$ cat config.mk
export PLATFORM = sky130hd
export DESIGN_NAME = imem_boot_loader
export DESIGN_NICKNAME = d
export VERILOG_FILES = /design/src/rtl/imem_boot_loader.sv
export SDC_FILE = /design/constraint.sdc
export NUM_CORES = 1
export LEC_CHECK = 0
export ABC_AREA = 1
export CAP_MARGIN = 20
export CELL_PAD_IN_SITES_DETAIL_PLACEMENT = 0
export CELL_PAD_IN_SITES_GLOBAL_PLACEMENT = 2
export CORE_ASPECT_RATIO = 0.9
export CORE_MARGIN = 5
export CORE_UTILIZATION = 33
export CTS_BUF_LIST = sky130_fd_sc_hd__clkbuf_2 sky130_fd_sc_hd__clkbuf_4 sky130_fd_sc_hd__clkbuf_8
export CTS_CLUSTER_DIAMETER = 100
export CTS_CLUSTER_SIZE = 40
export DETAILED_ROUTE_END_ITERATION = 16
export GPL_TIMING_DRIVEN = 1
export PLACE_DENSITY = 0.8
export SYNTH_ARGS = -nofsm -noshare
export SYNTH_HDL_FRONTEND = slang
export SYNTH_SLANG_ARGS = --single-unit
$ cat constraint.sdc
create_clock -name clock -period 2.1 [get_ports clock]
set_input_delay 0.315 -clock clock [delete_from_list [all_inputs] [get_ports clock]]
set_output_delay 0.315 -clock clock [all_outputs]
set_load 0.005 [all_outputs]
$ cat src/rtl/imem_boot_loader.sv
// imem_boot_loader: boot-time byte-stream loader for the instruction memory.
// Frame: LEN_HI, LEN_LO (big-endian word count N), then 4*N bytes, MSB first.
// Holds the core (cpu_run=0) until the whole image is written.
// Optional macro IMEM_BOOT_CHECKSUM_EN: a trailing XOR checksum byte is
// required after the data bytes (also for N=0).
module imem_boot_loader #(
  parameter int unsigned ADDR_WIDTH = 8,
  parameter int unsigned DATA_WIDTH = 32
) (
  input  logic                  clock,
  input  logic                  reset_n,
  input  logic [7:0]            in_data,
  input  logic                  in_valid,
  output logic                  in_ready,
  output logic                  imem_we,
  output logic [ADDR_WIDTH-1:0] imem_addr,
  output logic [DATA_WIDTH-1:0] imem_wdata,
  output logic                  cpu_run,
  output logic                  load_done,
  output logic                  load_error,
  output logic [15:0]           word_count
);

  localparam logic [16:0] MAX_LEN = 17'(1) << ADDR_WIDTH;

  typedef enum logic [2:0] {
    ST_LEN_HI,
    ST_LEN_LO,
    ST_DATA,
`ifdef IMEM_BOOT_CHECKSUM_EN
    ST_CHECK,
`endif
    ST_DONE,
    ST_ERROR
  } state_t;

  state_t                state;
  logic [15:0]           len;
  logic [1:0]            byte_idx;
  logic [DATA_WIDTH-9:0] shift;
`ifdef IMEM_BOOT_CHECKSUM_EN
  logic [7:0]            csum;
`endif

  logic        xfer;
  logic [16:0] len_full;

  // Handshake and the length as it will be once LEN_LO is latched.
  always_comb begin
    xfer     = in_valid && in_ready;
    len_full = {1'b0, len[15:8], in_data};
  end

  // Loader FSM; in_ready is registered from the next state so no byte is
  // accepted once the image is complete or rejected.
  always_ff @(posedge clock or negedge reset_n) begin
    if (!reset_n) begin
      state      <= ST_LEN_HI;
      len        <= '0;
      byte_idx   <= '0;
      shift      <= '0;
`ifdef IMEM_BOOT_CHECKSUM_EN
      csum       <= '0;
`endif
      in_ready   <= 1'b0;
      imem_we    <= 1'b0;
      imem_addr  <= '0;
      imem_wdata <= '0;
      cpu_run    <= 1'b0;
      load_done  <= 1'b0;
      load_error <= 1'b0;
      word_count <= '0;
    end else begin
      imem_we <= 1'b0;
      case (state)
        ST_LEN_HI: begin
          in_ready <= 1'b1;
          if (xfer) begin
            len[15:8] <= in_data;
            state     <= ST_LEN_LO;
          end
        end
        ST_LEN_LO: begin
          in_ready <= 1'b1;
          if (xfer) begin
            len[7:0] <= in_data;
            byte_idx <= '0;
            if (len_full == 17'd0) begin
`ifdef IMEM_BOOT_CHECKSUM_EN
              state <= ST_CHECK;
`else
              state    <= ST_DONE;
              in_ready <= 1'b0;
`endif
            end else if (len_full > MAX_LEN) begin
              state    <= ST_ERROR;
              in_ready <= 1'b0;
            end else begin
              state <= ST_DATA;
            end
          end
        end
        ST_DATA: begin
          if (xfer) begin
            shift    <= {shift[DATA_WIDTH-17:0], in_data};
            byte_idx <= byte_idx + 2'd1;
`ifdef IMEM_BOOT_CHECKSUM_EN
            csum     <= csum ^ in_data;
`endif
            if (byte_idx == 2'd3) begin
              imem_we    <= 1'b1;
              imem_wdata <= {shift, in_data};
              imem_addr  <= word_count[ADDR_WIDTH-1:0];
              word_count <= word_count + 16'd1;
              if (word_count + 16'd1 == len) begin
`ifdef IMEM_BOOT_CHECKSUM_EN
                state <= ST_CHECK;
`else
                state    <= ST_DONE;
                in_ready <= 1'b0;
`endif
              end
            end
          end
        end
`ifdef IMEM_BOOT_CHECKSUM_EN
        ST_CHECK: begin
          if (xfer) begin
            in_ready <= 1'b0;
            state    <= (in_data == csum) ? ST_DONE : ST_ERROR;
          end
        end
`endif
        // Run is raised one cycle after entering DONE, i.e. after the last write.
        ST_DONE: begin
          in_ready  <= 1'b0;
          load_done <= 1'b1;
          cpu_run   <= 1'b1;
        end
        ST_ERROR: begin
          in_ready   <= 1'b0;
          load_error <= 1'b1;
          cpu_run    <= 1'b0;
        end
        default: begin
          state    <= ST_ERROR;
          in_ready <= 1'b0;
        end
      endcase
    end
  end

endmodule

==> impl.org <==
** Status
- Result of the run :: finished clean

** Hold path
- The path class of the tightest hold or removal check is in2async.

** Clock tree
- TritonCTS buffer count :: 9
- The cell sitting at the root of the clock tree is a sky130_fd_sc_hd__clkbuf_8.
- The later pin in the worst-skew pair is clocked with a latency of 0.39 ns.
- Clock-pin slew of the registers on the worst-case setup and hold paths :: 0.11 ns
- Clock tree from TritonCTS :: yes
- Deepest level of the CTS H-tree :: 3
- The clock passes through at most 2 buffers.
- For this design, the sink count on the clock tree is 106.

** Final layout
- Leaving out fill and tap cells, the most frequent cell in the layout is sky130_fd_sc_hd__nand2_1.
- Share of layout cells above drive strength 1 :: about a tenth
- Number of standard cells in the layout, taps in and fillers out :: 868
- Number of antenna repair diodes :: 0
- For this run, the post-layout net count is 683.
- Area growth from synthesis to layout :: 26.5%
- Leaving out fill and tap cells, the most frequent cells in the layout are 197 x sky130_fd_sc_hd__nand2_1, 104 x sky130_fd_sc_hd__dfrtp_1, 84 x sky130_fd_sc_hd__o21ai_0.

** Synth
- Register bit total from synthesis :: roughly 110
- Part of the Yosys area used for sequential elements :: between 50 and 60%
- Leading cell types by total area after synthesis :: sky130_fd_sc_hd__dfrtp_1 55%, sky130_fd_sc_hd__nand2_1 16%, sky130_fd_sc_hd__o21ai_0 8.8%
- Summed over all instances, the cell type with the most area after synthesis is sky130_fd_sc_hd__dfrtp_1.
- The number of nets handed over by synthesis was 598.
- The synthesized netlist occupies a cell area of roughly 0.0048 sq mm.
- Yosys printed 0 warnings.
- In this run the biggest area consumer among cell types represents 55.4% of the synthesized area.
- Dividing the synthesized area by the synthesized cell count gives a little over 8 sq um.
- Synthesized instance count :: ~590
- Count of unique library cells instantiated by Yosys :: 28

** Setup path
- Critical path class :: reg2reg
- Critical Path Fanout Max :: 6
- Capturing element type of the critical path :: flop
- Data on the critical path arrives at its endpoint at 2.17 ns.
- The largest single stage delay on the critical path is approximately 0.49 ns.
- Walking the worst path, the cells encountered are nand2_2 -> inv_1 -> nand2_1 -> nor2_1 -> nand3_1 -> nand3_1 -> nand2_1 -> nor2_1 -> nand3_2 -> nor2_1 -> nor2_1 -> nand2_1 -> nand2_1.
- STA classifies the critical path startpoint as a flop.
- The setup check on the worst reg-to-reg path leaves a slack of 0.22 ns.
- Slowest cell on crit path :: sky130_fd_sc_hd__dfrtp_1
- Data on the critical path is required at its endpoint by 2.39 ns.

** Routing
- For this block, the via count after detailed routing is 4030.
- Detail-routed net length per standard cell :: 15.1 um
- After detailed routing, the total wire length is 13100 um.
- Iteration count of the initial detailed-routing pass :: 5
- Via/cell ratio :: around 4.6
- Number of remaining DRC errors :: 0
- Post-route ant nets :: 0
- Iteration-0 DRC count of the detailed router :: 247

** Pwr
- Power spread over the standard cell area amounts to 558 mW/mm^2.
- Summed over all cells, the static leakage comes to 2.76 nW.
- Internal power summed over all cells :: 2.53 mW
- Net load switching power :: between 800 and 900 uW
- Combinational logic is responsible for 2.8% of the overall power.
- Fraction of power spent switching nets :: 25.3%
- Tot Pwr :: 3.38 mW
- Maximum vdd drop :: between 0.4 and 0.5 mV
- Of the total power, the clock network draws between 30% and 40%.
- Registers are responsible for roughly 60% of the overall power.

** Timing
- At the pin with the least slew margin, the transition time is 0.464 ns.
- Share of the clock period used by the worst path after layout :: approximately nine tenths
- Rel. slew slack :: 68.8%
- Number of setup violations in the final report :: 0
- Final clock skew :: roughly 0.012 ns
- Number of max-slew violations in the final report :: 0
- Max Freq :: 532 MHz
- Post-layout min period :: between 1.5 and 2 ns
- Number of hold violations in the final report :: 0

** Floorplanning
- Overall die area :: 0.0170 sq mm
- For this design the top-level I/O count stands at 72.
- Die outline width :: 137 um
- Die Span Y :: 124 um
- The core region is 0.0141 sq mm.
- The initialized floorplan defines 41 standard-cell rows.
- Effective utilization at floorplan :: 33.9%

** Place
- The congestion estimate from routability-driven global placement came to 0.812.
- DP Cell Count :: around 850
- During placement, the flow inserted port buffers numbering 71.
- The HPWL after detailed placement is approximately 9500 um.

** Global routing
- Via count of the first global-routing pass :: 3941
- Global routing finished with a remaining overflow of 0.
- The initial antenna violation count is 0.
- The first global-routing pass estimated approximately 21000 um of wire.
- Entering global routing, the biggest net connects 43 pins.
- Global routing consumed, over all layers together, between 10% and 20% of the routing resources.

** Job
- Max_cap viols :: 0
==> routing by layer <==
| metal | vias to the layer above | routed length [um] | global-route usage, % | part of all wire, % |
|---|---|---|---|---|
| met5 | - | 0 | 0 | 0 |
| met1 | 1921 | 6690 | 23.4 | 51 |
| met3 | 8 | 450 | 4.12 | 3.4 |
| met2 | 74 | 5840 | 23.1 | 45 |
| li1 | 2027 | - | - | - |
| met4 | 0 | 90 | 3.87 | 0.69 |
==> registers in the layout (all words and copies together), names as in the netlist <==
name	cells
imem_wdata	32
state	3
byte_idx	2
load_error	1
imem_addr	8
len	16
load_done	1
in_ready	1
word_count	16
shift	24
imem_we	1
cpu_run	1
==> cells by family (layout without fill, tap and decap cells) <==
group | count (synthesis) | after routing | share of synthesized area, %
simple gates | 294 | 294 | 26.5
flops | 106 | 106 | 55.4
compound gates | 96 | 96 | 10.3
buf+inv | 85 | 175 | 6.82
fa+ha+maj | 2 | 2 | 0.523
xor+xnor | 2 | 2 | 0.366
==> timing repair <==
item,CTS,global route
resized for setup,0,5
endpoints found under the setup margin,0,3
hold buffers,1,0
hold endpoints to repair,25,0
setup buffers,0,2
==> cells in the mapped netlist <==
cell and instances:
sky130_fd_sc_hd__a21oi_1 1, sky130_fd_sc_hd__nor3_1 4, sky130_fd_sc_hd__xor2_1 1, sky130_fd_sc_hd__ha_1 2
sky130_fd_sc_hd__o2111ai_1 1, sky130_fd_sc_hd__nand2_2 5, sky130_fd_sc_hd__nor2_1 25, sky130_fd_sc_hd__or2_2 1
sky130_fd_sc_hd__nor2_4 3, sky130_fd_sc_hd__nand3b_1 4, sky130_fd_sc_hd__nand3_2 4, sky130_fd_sc_hd__nand4_1 7
sky130_fd_sc_hd__nor4_1 1, sky130_fd_sc_hd__dfrtp_1 106, sky130_fd_sc_hd__clkinv_1 1, sky130_fd_sc_hd__nand3_1 33
sky130_fd_sc_hd__inv_2 4, sky130_fd_sc_hd__nand2_1 198, sky130_fd_sc_hd__a31oi_1 1, sky130_fd_sc_hd__o21bai_2 1
sky130_fd_sc_hd__o21ai_1 7, sky130_fd_sc_hd__nor2_2 9, sky130_fd_sc_hd__o21ai_0 84, sky130_fd_sc_hd__xnor2_1 1
sky130_fd_sc_hd__o211ai_1 1, sky130_fd_sc_hd__clkbuf_1 12, sky130_fd_sc_hd__inv_1 62, sky130_fd_sc_hd__buf_2 6
==> final cells by class <==
class	instances	area, sq um
fillers	1444	8050
flip-flops and latches	106	2660
clock inverters	7	62.6
well taps	193	241
multi-input cells	394	1810
repair buffers	92	910
clock buffers	9	124
inverters	67	251
==> critical path, delay by kind of cell (launching register included) <==
kind	cells	cell delay, ns
flops	1	0.49
buf+inv	1	0.07
simple gates	12	1.22
==> final timing paths <==
path / start / to / cells past startpoint
max: word_count[4] / in_ready / 13
max in group asynchronous: reset_n / state[1] / 3
min: reset_n / word_count[2] / 2
min in group clock: load_done / load_done / 2
min reg2reg: load_done / load_done / 2
max reg2reg: word_count[4] / in_ready / 13
==> per-stage QoR <==
step           area [sq um]  utilization [%]  setup TNS, ns  hold slack (ns)  setup WS, ns
6_report               6060             42.9              0            0.376         0.221
5_1_grt                6060             42.9       -0.00558            0.420      -0.00558
2_1_floorplan          4790                -              0           0.0194         0.386
3_5_place_dp           5830             41.3              0            0.254         0.148
4_1_cts                6030             42.7              0            0.368         0.177
3_3_place_gp           5830             41.3              0            0.255         0.153
==> power by group through the flow <==
| stage | logic [mW] | clock network, mW | registers [mW] |
|---|---|---|---|
| final | 0.0941 | 1.25 | 2.04 |
| after global routing | 0.107 | 1.38 | 2.04 |
| after CTS | 0.0992 | 1.31 | 2.04 |
| after detailed placement | 0.0974 | 0 | 2.08 |
| after global placement | 0.0965 | 0 | 2.08 |
| after floorplan | 0.00760 | 0 | 2.08 |
(Power assumes the default switching activity.)
